### config.mk
export PLATFORM = sky130hd
export DESIGN_NAME = led_breath_sched
export DESIGN_NICKNAME = d
export VERILOG_FILES = /design/src/rtl/led_breath_sched.sv
export SDC_FILE = /design/constraint.sdc
export NUM_CORES = 1
export LEC_CHECK = 0
export BUFFER_PORTS_ARGS = -buffer_cell sky130_fd_sc_hd__buf_2
export CAP_MARGIN = 20
export CORE_MARGIN = 5
export CORE_UTILIZATION = 33
export DETAILED_ROUTE_END_ITERATION = 10
export GPL_TIMING_DRIVEN = 0
export SYNTH_ARGS = -nofsm -noshare
export SYNTH_HDL_FRONTEND = slang
export SYNTH_SLANG_ARGS = --single-unit
### constraint.sdc
create_clock -name clk -period 3.1 [get_ports clk]
set_clock_uncertainty 0.15 [all_clocks]
set_input_delay 0.31 -clock clk [delete_from_list [all_inputs] [get_ports clk]]
set_output_delay 0.31 -clock clk [all_outputs]
set_load 0.02 [all_outputs]
### src/rtl/led_breath_sched.sv
// led_breath_sched: one shared breathing-PWM engine sequenced across
// N_LED outputs, round-robin or in unison, with a valid/ready mode port.
module led_breath_sched #(
  parameter int N_LED        = 4,
  parameter int CNT_TICK_MAX = 49,
  parameter int PWM_STEPS    = 1000,
  localparam int IDX_W = (N_LED > 1) ? $clog2(N_LED) : 1
) (
  input  logic             clk,
  input  logic             rst_n,
  input  logic             en,
  input  logic             cmd_valid,
  input  logic [1:0]       cmd_mode,
  output logic             cmd_ready,
  output logic [N_LED-1:0] led_o,
  output logic [IDX_W-1:0] active_idx_o,
  output logic             busy_o,
  output logic             cycle_done_o
);

  localparam int TICK_W =
    (CNT_TICK_MAX > 0) ? $clog2(CNT_TICK_MAX + 1) : 1;
  localparam int DUTY_W =
    (PWM_STEPS > 1) ? $clog2(PWM_STEPS) : 1;

  localparam logic [TICK_W-1:0] TICK_END = TICK_W'(CNT_TICK_MAX);
  localparam logic [DUTY_W-1:0] STEP_END = DUTY_W'(PWM_STEPS - 1);
  localparam logic [IDX_W-1:0]  IDX_END  = IDX_W'(N_LED - 1);

  typedef enum logic [1:0] {
    S_IDLE,
    S_RISE,
    S_FALL,
    S_NEXT
  } state_t;

  state_t            state_q, state_d;
  logic [1:0]        mode_q, mode_d;
  logic [TICK_W-1:0] tick_q, tick_d;
  logic [DUTY_W-1:0] pwm_q, pwm_d;
  logic [DUTY_W-1:0] duty_q, duty_d;
  logic [IDX_W-1:0]  idx_q, idx_d;
  logic [N_LED-1:0]  led_q, led_d;

  logic run;
  logic tick;
  logic pend;
  logic on;

  assign run  = (state_q == S_RISE) || (state_q == S_FALL);
  assign tick = run && (tick_q == TICK_END);
  assign pend = tick && (pwm_q == STEP_END);
  assign on   = (pwm_q < duty_q);

  assign cmd_ready    = (state_q == S_IDLE);
  assign busy_o       = (state_q != S_IDLE);
  assign led_o        = led_q;
  assign active_idx_o = (mode_q == 2'd1) ? '0 : idx_q;
  // Only modes 0/1 reach NEXT, so mode_q[0] selects unison.
  assign cycle_done_o = (state_q == S_NEXT) &&
                        (mode_q[0] || (idx_q == IDX_END));

  always_comb begin
    state_d = state_q;
    mode_d  = mode_q;
    tick_d  = '0;
    pwm_d   = '0;
    duty_d  = duty_q;
    idx_d   = idx_q;

    if (run) begin
      tick_d = tick ? '0 : tick_q + 1'b1;
      pwm_d  = pwm_q;
      if (tick) begin
        pwm_d = (pwm_q == STEP_END) ? '0 : pwm_q + 1'b1;
      end
    end

    case (state_q)
      S_IDLE: begin
        duty_d = '0;
        if (cmd_valid) begin
          mode_d = cmd_mode;
        end
        if (en && !mode_q[1]) begin
          state_d = S_RISE;
        end
      end
      S_RISE: begin
        if (pend) begin
          if (duty_q == STEP_END) begin
            state_d = S_FALL;
          end else begin
            duty_d = duty_q + 1'b1;
          end
        end
      end
      S_FALL: begin
        if (pend) begin
          if (duty_q == '0) begin
            state_d = S_NEXT;
          end else begin
            duty_d = duty_q - 1'b1;
          end
        end
      end
      S_NEXT: begin
        duty_d = '0;
        if (mode_q[0]) begin
          idx_d = '0;
        end else begin
          idx_d = (idx_q == IDX_END) ? '0 : idx_q + 1'b1;
        end
        state_d = en ? S_RISE : S_IDLE;
      end
      default: begin
        state_d = S_IDLE;
      end
    endcase
  end

  always_comb begin
    led_d = '0;
    if (run && mode_q == 2'd1) begin
      led_d = {N_LED{on}};
    end else if (run && mode_q == 2'd0) begin
      for (int i = 0; i < N_LED; i++) begin
        led_d[i] = on && (idx_q == IDX_W'(i));
      end
    end else if (state_q == S_IDLE && mode_q == 2'd3) begin
      led_d = '1;
    end
  end

  always_ff @(posedge clk or negedge rst_n) begin
    if (!rst_n) begin
      state_q <= S_IDLE;
      mode_q  <= 2'd2;
      tick_q  <= '0;
      pwm_q   <= '0;
      duty_q  <= '0;
      idx_q   <= '0;
      led_q   <= '0;
    end else begin
      state_q <= state_d;
      mode_q  <= mode_d;
      tick_q  <= tick_d;
      pwm_q   <= pwm_d;
      duty_q  <= duty_d;
      idx_q   <= idx_d;
      led_q   <= led_d;
    end
  end

endmodule

==> results of run 1 <==
cell usage after synthesis (all sizes together) (3+ instances only):
cell | instances | area, sq um
a21o | 8 | 60.1
a21oi | 11 | 62.6
a22oi | 5 | 37.5
and2 | 5 | 31.3
and3 | 5 | 31.3
and4 | 3 | 26.3
buf | 7 | 50.1
clkbuf | 8 | 32.5
dfrtp | 35 | 876
ha | 23 | 288
inv | 24 | 90.1
mux2 | 3 | 33.8
mux2i | 3 | 30.0
nand2 | 25 | 96.4
nand2b | 8 | 50.1
nand3 | 17 | 85.1
nand4 | 6 | 43.8
nor2 | 13 | 48.8
nor3 | 6 | 35.0
o211ai | 5 | 37.5
o21ai | 24 | 124
o22ai | 4 | 31.3
o31ai | 4 | 30.0
or3 | 4 | 25.0
xnor2 | 8 | 70.1
xor2 | 4 | 35.0
worst max path at each step:
stage | start | endpoint
global placement | state_q[0] | duty_q[6]
floorplan | state_q[0] | duty_q[6]
CTS | state_q[0] | duty_q[4]
detailed placement | state_q[0] | duty_q[6]
global route | state_q[0] | duty_q[4]
finish | state_q[0] | duty_q[4]
power groups by stage:
| stage | sequential [uW] | clock (uW) | combinational, uW |
|---|---|---|---|
| final | 469 | 344 | 13.6 |
| after CTS | 469 | 353 | 14.8 |
| after detailed placement | 479 | 0 | 13.7 |
| after global routing | 469 | 376 | 16.6 |
| after floorplan | 479 | 0 | 0.229 |
| after global placement | 479 | 0 | 13.6 |
per-layer routing:
layer	vias up	share of wire (%)	GRT usage (%)
li1	1105	-	-
met1	1090	47	17.5
met2	53	48	21.5
met3	7	4.2	2.31
met4	0	0.98	3.78
met5	-	0	0
per-stage QoR:
| stage | cells | total power [uW] |
|---|---|---|
| floorplan | 296 | 479 |
| finish | 421 | 827 |
| global placement | 412 | 492 |
| global route | 421 | 861 |
| CTS | 421 | 837 |
| detailed placement | 412 | 492 |
flip-flops by register name, summed over array words and instances (netlist names):
register / count
pwm_q: 10
led_o: 4
state_q: 2
mode_q: 2
duty_q: 10
idx_q: 2
tick_q: 6
area by class of cell:
cell class | count | area (sq um)
plain buffers | 15 | 85.1
clock buffers | 5 | 68.8
clock inverters | 3 | 23.8
fillers | 840 | 4790
inverters | 24 | 90.1
multi-input cells | 221 | 1600
flip-flops and latches | 36 | 902
well taps | 102 | 128
repair buffers | 15 | 80.1
logic make-up (layout without fill, tap and decap cells):
kind of cell    count (synthesis)  count (layout)  synth area share, %
xor+xnor                       12              12                 3.96
simple gates                  103             103                 21.3
compound gates                 77              77                 21.1
flops                          36              36                 34.0
fa+ha+maj                      23              23                 10.8
buf+inv                        39              62                 6.50
mux                             6               6                 2.40
what timing repair did:
item,in CTS,in global routing
endpoints found under the hold margin,34,0
pin swaps,0,0
endpoints found under the setup margin,3,3
hold buffers,1,0
resized for setup,2,4
==> impl_results.rst, run 1 <==
.. list-table::
   :header-rows: 1

   * - Metric
     - Value
   * - Run status
     - complete, no violations
   * - Placed wire-length estimate
     - 4.63 mm
   * - Top library cells by usage in the layout, fill and taps aside
     - sky130_fd_sc_hd__dfrtp_1 (35), sky130_fd_sc_hd__nand2_1 (24), sky130_fd_sc_hd__inv_1 (23), sky130_fd_sc_hd__ha_1 (22), sky130_fd_sc_hd__o21ai_0 (21)
   * - Number of global-route vias before repair
     - 2219
   * - Clock-pin slew on the worst setup and hold paths
     - 70 ps
   * - Initial antenna violation count
     - 0
   * - Clk pwr share
     - 41.6%
   * - Register bit count reported by yosys
     - 36
   * - I/O pin count
     - 15
   * - Worst r2r path cells
     - 12
   * - Clock root buffer master
     - sky130_fd_sc_hd__clkbuf_8
   * - Min Hold Slack
     - 101 ps
   * - Wire length of the first global-routing pass
     - 10.7 mm
   * - Share of post-route cells with drive strength above 1
     - 16.9%
   * - Maximum clock path buffer count
     - 2
   * - Pwr per Cell Area
     - 278 nW/um^2
   * - Worst setup slack after placement
     - -16.5 ps
   * - Number of cells on the critical path
     - 12
   * - Maximum resistive drop on vdd
     - 0.243 mV
   * - Post-place instance area
     - 2850 sq um
   * - Number of enable flip-flop cells after synthesis
     - 0
   * - Type of the worst setup path
     - reg2reg
   * - Final WL
     - 6.22 mm
   * - Clock tree from TritonCTS
     - yes
   * - Fraction of the yosys area taken by sequential cells
     - 34.0%
   * - R2R Path Start
     - state_q[0]
   * - DR vias
     - 2255
   * - Register-to-register setup slack
     - 220 ps
   * - Die X-Extent
     - 99.7 microns
   * - Hold Path End
     - mode_q[0]
   * - Number of max-cap violations
     - 0
   * - Async set-reset flop share out of synthesis
     - 100%
   * - Mean post-synth cell area
     - 8.97 sq um
   * - DR DRC count
     - 0
   * - Most common cell after layout, fill and taps aside
     - sky130_fd_sc_hd__dfrtp_1
   * - Initial standard-cell utilization of the core
     - 34.2%
   * - Most common flop cell mapped by yosys
     - sky130_fd_sc_hd__dfrtp_1
   * - Overflow after GRT
     - 0
   * - Area delta synth->final
     - 12.0%
   * - Remaining max-slew budget at the tightest pin
     - 45.8%
   * - Sequential share of power
     - 56.8%
   * - Kind of launch point of the worst setup path
     - flop
   * - Post-route cell area
     - 2970 sq um
   * - Remaining number of nets flagged by the antenna check after routing
     - 0
   * - Number of nets produced by synthesis
     - 325
   * - Leakage power
     - 0.00127 uW
   * - Placeable Area
     - 7770 sq um
   * - Antenna diode instance count
     - 0
   * - Routability-driven placement congestion ratio
     - 0.825
   * - Post-route fraction of the period consumed by the critical path
     - 92.8%
   * - Maximum clock frequency
     - 348 MHz
   * - Final nets
     - 347
   * - Maximum number of pins on one net before global-route repair
     - 37
   * - Port buffer count
     - 14
   * - Distinct cells, synth
     - 62
   * - Setup TNS Final
     - 0 ps
   * - H-tree Lvls
     - 2
   * - All-layer global routing usage
     - 13.1%
   * - Hold Violations, Final
     - 0
   * - Critical path peak fanout
     - 10
   * - Hold path startpoint
     - cmd_mode[0]
   * - Net Sw Power
     - 195 uW
   * - Final routed wire length divided by cell count
     - 14.8 microns
   * - Final setup viols
     - 0
   * - Site Rows
     - 32
   * - Via/cell ratio
     - 5.36
   * - Vertical extent of the die
     - 99.7 microns
   * - Latest clock arrival within the worst-skew pair
     - 300 ps
   * - Slack of the critical path
     - 224 ps
   * - Endpoint of the worst-slack reg-to-reg timing path
     - duty_q[4]
   * - Full die area
     - 9940 sq um
   * - Min Clock Period, post-route
     - 2880 ps
   * - Hold Path Cell Cnt
     - 2
   * - Count of yosys warnings during synthesis
     - 0
   * - Kind of end point of the critical path
     - flop
   * - Internal power
     - 632 uW
   * - Switching part of the total power
     - 23.6%
   * - Utilization after layout
     - 38.3%
   * - First-pass detailed-route iteration total
     - 6
   * - Worst endpoint required time
     - 3180 ps
   * - Least-Margin Pin Slew
     - 813 ps
   * - Number of DRC markers after the initial detailed-route iteration
     - 118
   * - Sum of buffers and inverters on the critical path
     - 3
   * - Number of CTS-inserted buffers
     - 5
   * - Number of post-CTS setup repair buffers
     - 0
   * - Cells traversed along the worst timing path
     - inv_2 -> ha_1 -> buf_2 -> buf_4 -> xor2_1 -> ha_2 -> nand2b_1 -> o32ai_2 -> or2_2 -> xnor2_1 -> mux2i_1 -> a22o_1
   * - Hold crit path type
     - in2reg
   * - Worst Path Arrival
     - 2960 ps
   * - Max-slew violation count
     - 0
   * - Delay of the slowest cell on the worst path
     - 410 ps
   * - Total clock sinks
     - 36
   * - Relative contribution of combinational cells to total power
     - 1.6%
   * - Number of standard cells after synthesis
     - 296
   * - Cell area after synthesis
     - 2660 sq um
   * - Unrepaired setup endpoints after global routing
     - no
   * - Master of the slowest instance on the critical path
     - sky130_fd_sc_hd__dfrtp_1
   * - Top Family by Delay on Critical Path
     - buffers and inverters
(Power assumes the default switching activity.)
==> inputs of run 2 (changes only) <==
--- a/config.mk
+++ b/config.mk
@@ -5,11 +5,11 @@
 export SDC_FILE = /design/constraint.sdc
 export NUM_CORES = 1
 export LEC_CHECK = 0
-export BUFFER_PORTS_ARGS = -buffer_cell sky130_fd_sc_hd__buf_2
 export CAP_MARGIN = 20
 export CORE_MARGIN = 5
 export CORE_UTILIZATION = 33
 export DETAILED_ROUTE_END_ITERATION = 10
+export DONT_BUFFER_PORTS = 1
 export GPL_TIMING_DRIVEN = 0
 export SYNTH_ARGS = -nofsm -noshare
 export SYNTH_HDL_FRONTEND = slang
==> run 2 against run 1 <==
Compared with the run above:
- die area is the same
- utilization is 0.37 points lower
- critical path depth is the same
- sequential share of layout area is 0.30 points higher
- clock-buffer cell count is the same
- cell count shrank 3.1%
- clock power up 20%
- wire length is 3.2% lower
- design area shrank 0.97%
==> impl_results.rst, run 2 (synthesis results as in run 1) <==
.. list-table::
   :header-rows: 1

   * - Metric
     - Value
   * - Number of CTS-inserted buffers
     - 5 (unchanged)
   * - Maximum clock frequency
     - 342 MHz (-1.5%)
   * - Clk pwr share
     - 46.1% (+4.5 points)
   * - Min Clock Period, post-route
     - 2920 ps (+44.3 ps)
   * - Pwr per Cell Area
     - 304 nW/um^2 (+9.5%)
   * - Type of the worst setup path
     - reg2reg
   * - Top library cells by usage in the layout, fill and taps aside
     - sky130_fd_sc_hd__dfrtp_1 (35), sky130_fd_sc_hd__nand2_1 (24), sky130_fd_sc_hd__inv_1 (23), sky130_fd_sc_hd__ha_1 (23), sky130_fd_sc_hd__o21ai_0 (21)
   * - All-layer global routing usage
     - 12.6% (-0.50 points)
   * - Routability-driven placement congestion ratio
     - 0.827 (+0.24%)
   * - Total clock sinks
     - 36 (unchanged)
   * - Critical path peak fanout
     - 10 (unchanged)
   * - Placed wire-length estimate
     - 4.52 mm (-2.4%)
   * - Port buffer count
     - 0 (-14)
   * - Maximum clock path buffer count
     - 2 (unchanged)
   * - Worst setup slack after placement
     - -42.0 ps (-25.5 ps)
   * - Switching part of the total power
     - 20.7% (-2.9 points)
   * - DR vias
     - 2167 (-3.9%)
   * - Remaining number of nets flagged by the antenna check after routing
     - 0 (unchanged)
   * - Placeable Area
     - 7770 sq um (unchanged)
   * - Number of max-cap violations
     - 0 (unchanged)
   * - Post-place instance area
     - 2780 sq um (-2.5%)
   * - Worst r2r path cells
     - 12 (unchanged)
   * - Number of non-filler instances in the completed layout
     - 408 (-3.1%)
   * - Slack of the critical path
     - 180 ps (-44.3 ps)
   * - Sum of buffers and inverters on the critical path
     - 3 (unchanged)
   * - Leakage power
     - 0.00123 uW (-2.9%)
   * - First-pass detailed-route iteration total
     - 4 (-2)
   * - Die X-Extent
     - 99.7 microns (unchanged)
   * - Internal power
     - 711 uW (+13%)
   * - Final routed wire length divided by cell count
     - 14.8 microns (-0.15%)
   * - Worst endpoint required time
     - 3170 ps (about the same)
   * - Area delta synth->final
     - 10.9%
   * - Master of the slowest instance on the critical path
     - sky130_fd_sc_hd__dfrtp_1
   * - H-tree Lvls
     - 2 (unchanged)
   * - Post-route cell area
     - 2940 sq um (-0.97%)
   * - I/O pin count
     - 15 (unchanged)
   * - Kind of end point of the critical path
     - flop
   * - Remaining max-slew budget at the tightest pin
     - 66.4% (+21 points)
   * - Clock-pin slew on the worst setup and hold paths
     - 70 ps (about the same)
   * - Layout filler cell count
     - 804 (-4.3%)
   * - Cells traversed along the worst timing path
     - inv_2 -> ha_1 -> buf_2 -> buf_4 -> xor2_1 -> ha_1 -> nand2b_1 -> o32ai_2 -> or2_2 -> xnor2_1 -> mux2i_1 -> a22o_1
   * - Latest clock arrival within the worst-skew pair
     - 290 ps (about the same)
   * - Final setup viols
     - 0 (unchanged)
   * - Maximum number of pins on one net before global-route repair
     - 37 (unchanged)
   * - Final nets
     - 334 (-3.7%)
   * - Site Rows
     - 32 (unchanged)
   * - Instance count after placement with tap cells included
     - 398 (-3.4%)
   * - Number of global-route vias before repair
     - 2039 (-8.1%)
   * - Largest registers
     - duty_q x10, pwm_q x10, tick_q x6
   * - Full die area
     - 9940 sq um (unchanged)
   * - Unrepaired setup endpoints after global routing
     - no
   * - Clock root buffer master
     - sky130_fd_sc_hd__clkbuf_8
   * - Max-slew violation count
     - 0 (unchanged)
   * - Post-route fraction of the period consumed by the critical path
     - 94.2% (+1.4 points)
   * - Sequential share of power
     - 52.4% (-4.4 points)
   * - Least-Margin Pin Slew
     - 504 ps (-310 ps)
   * - Share of post-route cells with drive strength above 1
     - 13.4% (-3.5 points)
   * - Antenna diode instance count
     - 0 (unchanged)
   * - Kind of launch point of the worst setup path
     - flop
   * - Relative contribution of combinational cells to total power
     - 1.5% (about the same)
   * - Number of DRC markers after the initial detailed-route iteration
     - 177 (+50%)
   * - Final WL
     - 6.02 mm (-3.2%)
   * - Via/cell ratio
     - 5.31 (-0.84%)
   * - Setup TNS Final
     - 0 ps (unchanged)
   * - Maximum resistive drop on vdd
     - 0.170 mV (-30%)
   * - Run status
     - complete, no violations
   * - Overflow after GRT
     - 0 (unchanged)
   * - Number of cells on the critical path
     - 12 (unchanged)
   * - Delay of the slowest cell on the worst path
     - 420 ps (about the same)
   * - Vertical extent of the die
     - 99.7 microns (unchanged)
   * - Sequential Area
     - 902 sq um (unchanged)
   * - Utilization after layout
     - 37.9% (-0.37 points)
   * - Hold Violations, Final
     - 0 (unchanged)
   * - Worst Path Arrival
     - 2990 ps (+30 ps)
   * - Initial standard-cell utilization of the core
     - 34.2% (unchanged)
   * - Initial antenna violation count
     - 0 (unchanged)
   * - Multi-input gate area in the final layout
     - 1600 sq um (+0.16%)
   * - Hold crit path type
     - in2reg
   * - DR DRC count
     - 0 (unchanged)
   * - Most common cell after layout, fill and taps aside
     - sky130_fd_sc_hd__dfrtp_1
   * - Hold Path Cell Cnt
     - 1 (-1)
   * - Clock tree from TritonCTS
     - yes
   * - Top Family by Delay on Critical Path
     - buffers and inverters
   * - Wire length of the first global-routing pass
     - 10.2 mm (-4.7%)
   * - Net Sw Power
     - 185 uW (-5.0%)
   * - Cell type with the highest occurrence count on the critical path
     - sky130_fd_sc_hd__ha_1
[run 2: stage by stage]
stage / power (uW) / hold WS, ps
floorplan: 479 / -136
global placement: 479 / -134
detailed placement: 479 / -134
CTS: 910 / 10.3
global route: 935 / 6.49
finish: 896 / 20.9
[run 2: repair_timing]
item | 4_1_cts | 5_1_grt
resized for setup | 2 | 4
endpoints found under the setup margin | 3 | 3
hold endpoints to repair | 36 | 0
buffers inserted | 0 | 0
cloned | 0 | 0
hold buffers | 2 | 0
[run 2: final timing paths]
check,slack (ps),start,to
worst max-delay path,180,state_q[0],duty_q[4]
worst min-delay path,20,cmd_mode[1],mode_q[1]
worst max register to register,180,state_q[0],duty_q[4]
worst min register to register,350,tick_q[0],tick_q[0]
max in group asynchronous,2220,rst_n,mode_q[1]
min in group asynchronous,320,rst_n,tick_q[3]
[run 2: per-layer routing]
metal | wire, microns | GRT usage [%] | vias up
met5 | 0 | 0 | -
met4 | 59 | 3.15 | 0
met3 | 269 | 2.95 | 5
met2 | 2850 | 20.3 | 49
met1 | 2840 | 16.9 | 1030
li1 | - | - | 1083
[run 2: power by group through the flow]
stage          Sequential, uW  Combinational, uW  Clock (uW)
2_1_floorplan             479              0.229           0
3_3_place_gp              479              0.273           0
3_5_place_dp              479              0.236           0
4_1_cts                   469               14.3         426
5_1_grt                   469               15.6         450
6_report                  469               13.5         413
[run 2: cell type report]
type,count,share of cell area [%]
Multi-Input combinational cell,221,54.3
Sequential cell,36,30.6
Tap cell,102,4.33
Inverter,24,3.06
Buffer,15,2.89
Clock buffer,5,2.34
Clock inverter,3,1.44
Timing Repair Buffer,2,1.02
==> inputs of run 3 (changes only) <==
--- a/config.mk
+++ b/config.mk
@@ -11,6 +11,7 @@
 export DETAILED_ROUTE_END_ITERATION = 10
 export DONT_BUFFER_PORTS = 1
 export GPL_TIMING_DRIVEN = 0
+export SETUP_SLACK_MARGIN = 0.2
 export SYNTH_ARGS = -nofsm -noshare
 export SYNTH_HDL_FRONTEND = slang
 export SYNTH_SLANG_ARGS = --single-unit
==> run 3 against run 2 <==
Compared with the run above:
- cell count is 0.49% higher
- via count is 1.5% higher
- critical path type unchanged
- clock-buffer cell count stayed put
- sequential share of layout area is 0.27 points lower
==> impl_results.rst, run 3 (synthesis results as in run 1) <==
.. list-table::
   :header-rows: 1

   * - Metric
     - Value
   * - Setup TNS Final
     - 0 ps (unchanged)
   * - Site Rows
     - 32 (unchanged)
   * - Share of post-route cells with drive strength above 1
     - 14.6% (+1.2 points)
   * - Largest registers
     - duty_q x10, pwm_q x10, tick_q x6
   * - Relative contribution of combinational cells to total power
     - 1.5% (about the same)
   * - Latest clock arrival within the worst-skew pair
     - 290 ps (about the same)
   * - Overflow after GRT
     - 0 (unchanged)
   * - Cells traversed along the worst timing path
     - inv_2 -> ha_2 -> clkbuf_4 -> buf_6 -> xor2_1 -> ha_2 -> nand2b_1 -> o32ai_2 -> or2_2 -> xnor2_1 -> mux2i_1 -> a22o_1
   * - Placeable Area
     - 7770 sq um (unchanged)
   * - Clock-pin slew on the worst setup and hold paths
     - 80 ps (about the same)
   * - Vertical extent of the die
     - 99.7 microns (unchanged)
   * - Remaining max-slew budget at the tightest pin
     - 66.5% (+0.081 points)
   * - Via/cell ratio
     - 5.37 (+1.0%)
   * - Clock tree from TritonCTS
     - yes
   * - Maximum clock path buffer count
     - 2 (unchanged)
   * - Die X-Extent
     - 99.7 microns (unchanged)
   * - Type of the worst setup path
     - reg2reg
   * - Number of global-route vias before repair
     - 2039 (unchanged)
   * - Hold crit path type
     - in2reg
   * - Hold Violations, Final
     - 0 (unchanged)
   * - Number of DRC markers after the initial detailed-route iteration
     - 138 (-22%)
   * - Min Hold Slack
     - 20.4 ps (-0.534 ps)
   * - Leakage power
     - 0.00124 uW (+0.37%)
   * - Routability-driven placement congestion ratio
     - 0.827 (unchanged)
   * - Initial antenna violation count
     - 0 (unchanged)
   * - Final WL
     - 6.10 mm (+1.4%)
   * - Maximum resistive drop on vdd
     - 0.170 mV (+0.39%)
   * - Kind of end point of the critical path
     - flop
   * - First-pass detailed-route iteration total
     - 4 (unchanged)
   * - Least-Margin Pin Slew
     - 503 ps (-1.21 ps)
   * - Instance count after placement with tap cells included
     - 398 (unchanged)
   * - Max-slew violation count
     - 0 (unchanged)
   * - H-tree Lvls
     - 2 (unchanged)
   * - Delay of the slowest cell on the worst path
     - 420 ps (about the same)
   * - Remaining number of nets flagged by the antenna check after routing
     - 0 (unchanged)
   * - Post-route fraction of the period consumed by the critical path
     - 89.6% (-4.6 points)
   * - Port buffer count
     - 0 (unchanged)
   * - Internal power
     - 711 uW (about the same)
   * - Wire length of the first global-routing pass
     - 10.2 mm (unchanged)
   * - Maximum clock frequency
     - 360 MHz (+5.2%)
   * - Sequential share of power
     - 52.0% (-0.4 points)
   * - Kind of launch point of the worst setup path
     - flop
   * - Net Sw Power
     - 191 uW (+3.2%)
   * - Sum of buffers and inverters on the critical path
     - 3 (unchanged)
   * - Most common cell after layout, fill and taps aside
     - sky130_fd_sc_hd__dfrtp_1
   * - Worst endpoint required time
     - 3180 ps (about the same)
   * - Clock root buffer master
     - sky130_fd_sc_hd__clkbuf_8
   * - Clk pwr share
     - 46.5% (+0.4 points)
   * - DR DRC count
     - 0 (unchanged)
   * - Master of the slowest instance on the critical path
     - sky130_fd_sc_hd__dfrtp_1
   * - All-layer global routing usage
     - 12.6% (unchanged)
   * - Min Clock Period, post-route
     - 2780 ps (-143 ps)
   * - Maximum number of pins on one net before global-route repair
     - 37 (unchanged)
   * - Total power of the final layout
     - 902 uW (+0.66%)
   * - Top library cells by usage in the layout, fill and taps aside
     - sky130_fd_sc_hd__dfrtp_1 (35), sky130_fd_sc_hd__nand2_1 (24), sky130_fd_sc_hd__inv_1 (23), sky130_fd_sc_hd__o21ai_0 (21), sky130_fd_sc_hd__ha_1 (21)
   * - Worst Path Arrival
     - 2860 ps (-130 ps)
   * - Initial standard-cell utilization of the core
     - 34.2% (unchanged)
   * - DR vias
     - 2200 (+1.5%)
   * - Number of CTS-inserted buffers
     - 5 (unchanged)
   * - Unrepaired setup endpoints after global routing
     - no
   * - Run status
     - complete, no violations
   * - Layout filler cell count
     - 804 (unchanged)
   * - Area delta synth->final
     - 11.9%
   * - Utilization after layout
     - 38.2% (+0.34 points)
   * - Antenna diode instance count
     - 0 (unchanged)
   * - Critical path peak fanout
     - 10 (unchanged)
   * - Full die area
     - 9940 sq um (unchanged)
   * - Final setup viols
     - 0 (unchanged)
   * - Placed wire-length estimate
     - 4.52 mm (unchanged)
   * - Final nets
     - 336 (+0.60%)
   * - Top Family by Delay on Critical Path
     - buffers and inverters
   * - Cell type with the highest occurrence count on the critical path
     - sky130_fd_sc_hd__ha_2
   * - Pwr per Cell Area
     - 304 nW/um^2 (-0.24%)
   * - Total clock sinks
     - 36 (unchanged)
   * - Number of non-filler instances in the completed layout
     - 410 (+0.49%)
   * - I/O pin count
     - 15 (unchanged)
   * - Final routed wire length divided by cell count
     - 14.9 microns (+0.87%)
   * - Switching part of the total power
     - 21.2% (+0.51 points)
   * - Number of max-cap violations
     - 0 (unchanged)
[run 3: timing repair]
item / in CTS / in global routing
gates resized for setup: 4 / 5
setup buffers: 0 / 2
setup endpoints to repair: 3 / 3
hold buffers: 2 / 0
hold endpoints to repair: 36 / 0
[run 3: through the flow]
| stage | worst slack [ps] | cell area, sq um |
|---|---|---|
| after global placement | -86.2 | 2780 |
| final | 323 | 2970 |
| after global routing | 182 | 2970 |
| after floorplan | 382 | 2660 |
| after CTS | 208 | 2940 |
| after detailed placement | -42.0 | 2780 |
[run 3: layout make-up]
| cell class | count | area, sq um | area share (%) |
|---|---|---|---|
| inverter | 24 | 90.1 | 3.03 |
| clock inverter | 3 | 42.5 | 1.43 |
| sequential | 36 | 902 | 30.4 |
| clock buffer | 5 | 68.8 | 2.32 |
| multi-input combinational | 221 | 1600 | 54.0 |
| tap | 102 | 128 | 4.30 |
| timing repair buffer | 4 | 45.0 | 1.52 |
| buffer | 15 | 91.3 | 3.07 |
[run 3: power by group through the flow]
stage | Combinational [uW] | Clock (uW) | Sequential [uW]
after floorplan | 0.229 | 0 | 479
after global placement | 0.273 | 0 | 479
after detailed placement | 0.236 | 0 | 479
after CTS | 14.3 | 426 | 469
after global routing | 15.6 | 450 | 469
final | 13.5 | 419 | 469
[run 3: worst paths after layout]
path | start | to | slack [ps] | cells past startpoint
worst max-delay path | state_q[0] | duty_q[4] | 320 | 12
worst min-delay path | cmd_mode[1] | mode_q[1] | 20 | 1
worst max register to register | state_q[0] | duty_q[4] | 320 | 12
worst min register to register | tick_q[0] | tick_q[0] | 350 | 1
max in group asynchronous | rst_n | mode_q[1] | 2220 | 2
min in group asynchronous | rst_n | tick_q[3] | 310 | 2
[run 3: layer usage]
| layer | vias to the layer above | wire length, microns | share of wire, % | track usage (%) |
|---|---|---|---|---|
| met5 | - | 0 | 0 | 0 |
| met2 | 60 | 2850 | 47 | 20.3 |
| met1 | 1047 | 2890 | 47 | 16.9 |
| li1 | 1086 | - | - | - |
| met3 | 7 | 290 | 4.8 | 2.95 |
| met4 | 0 | 72 | 1.2 | 3.15 |
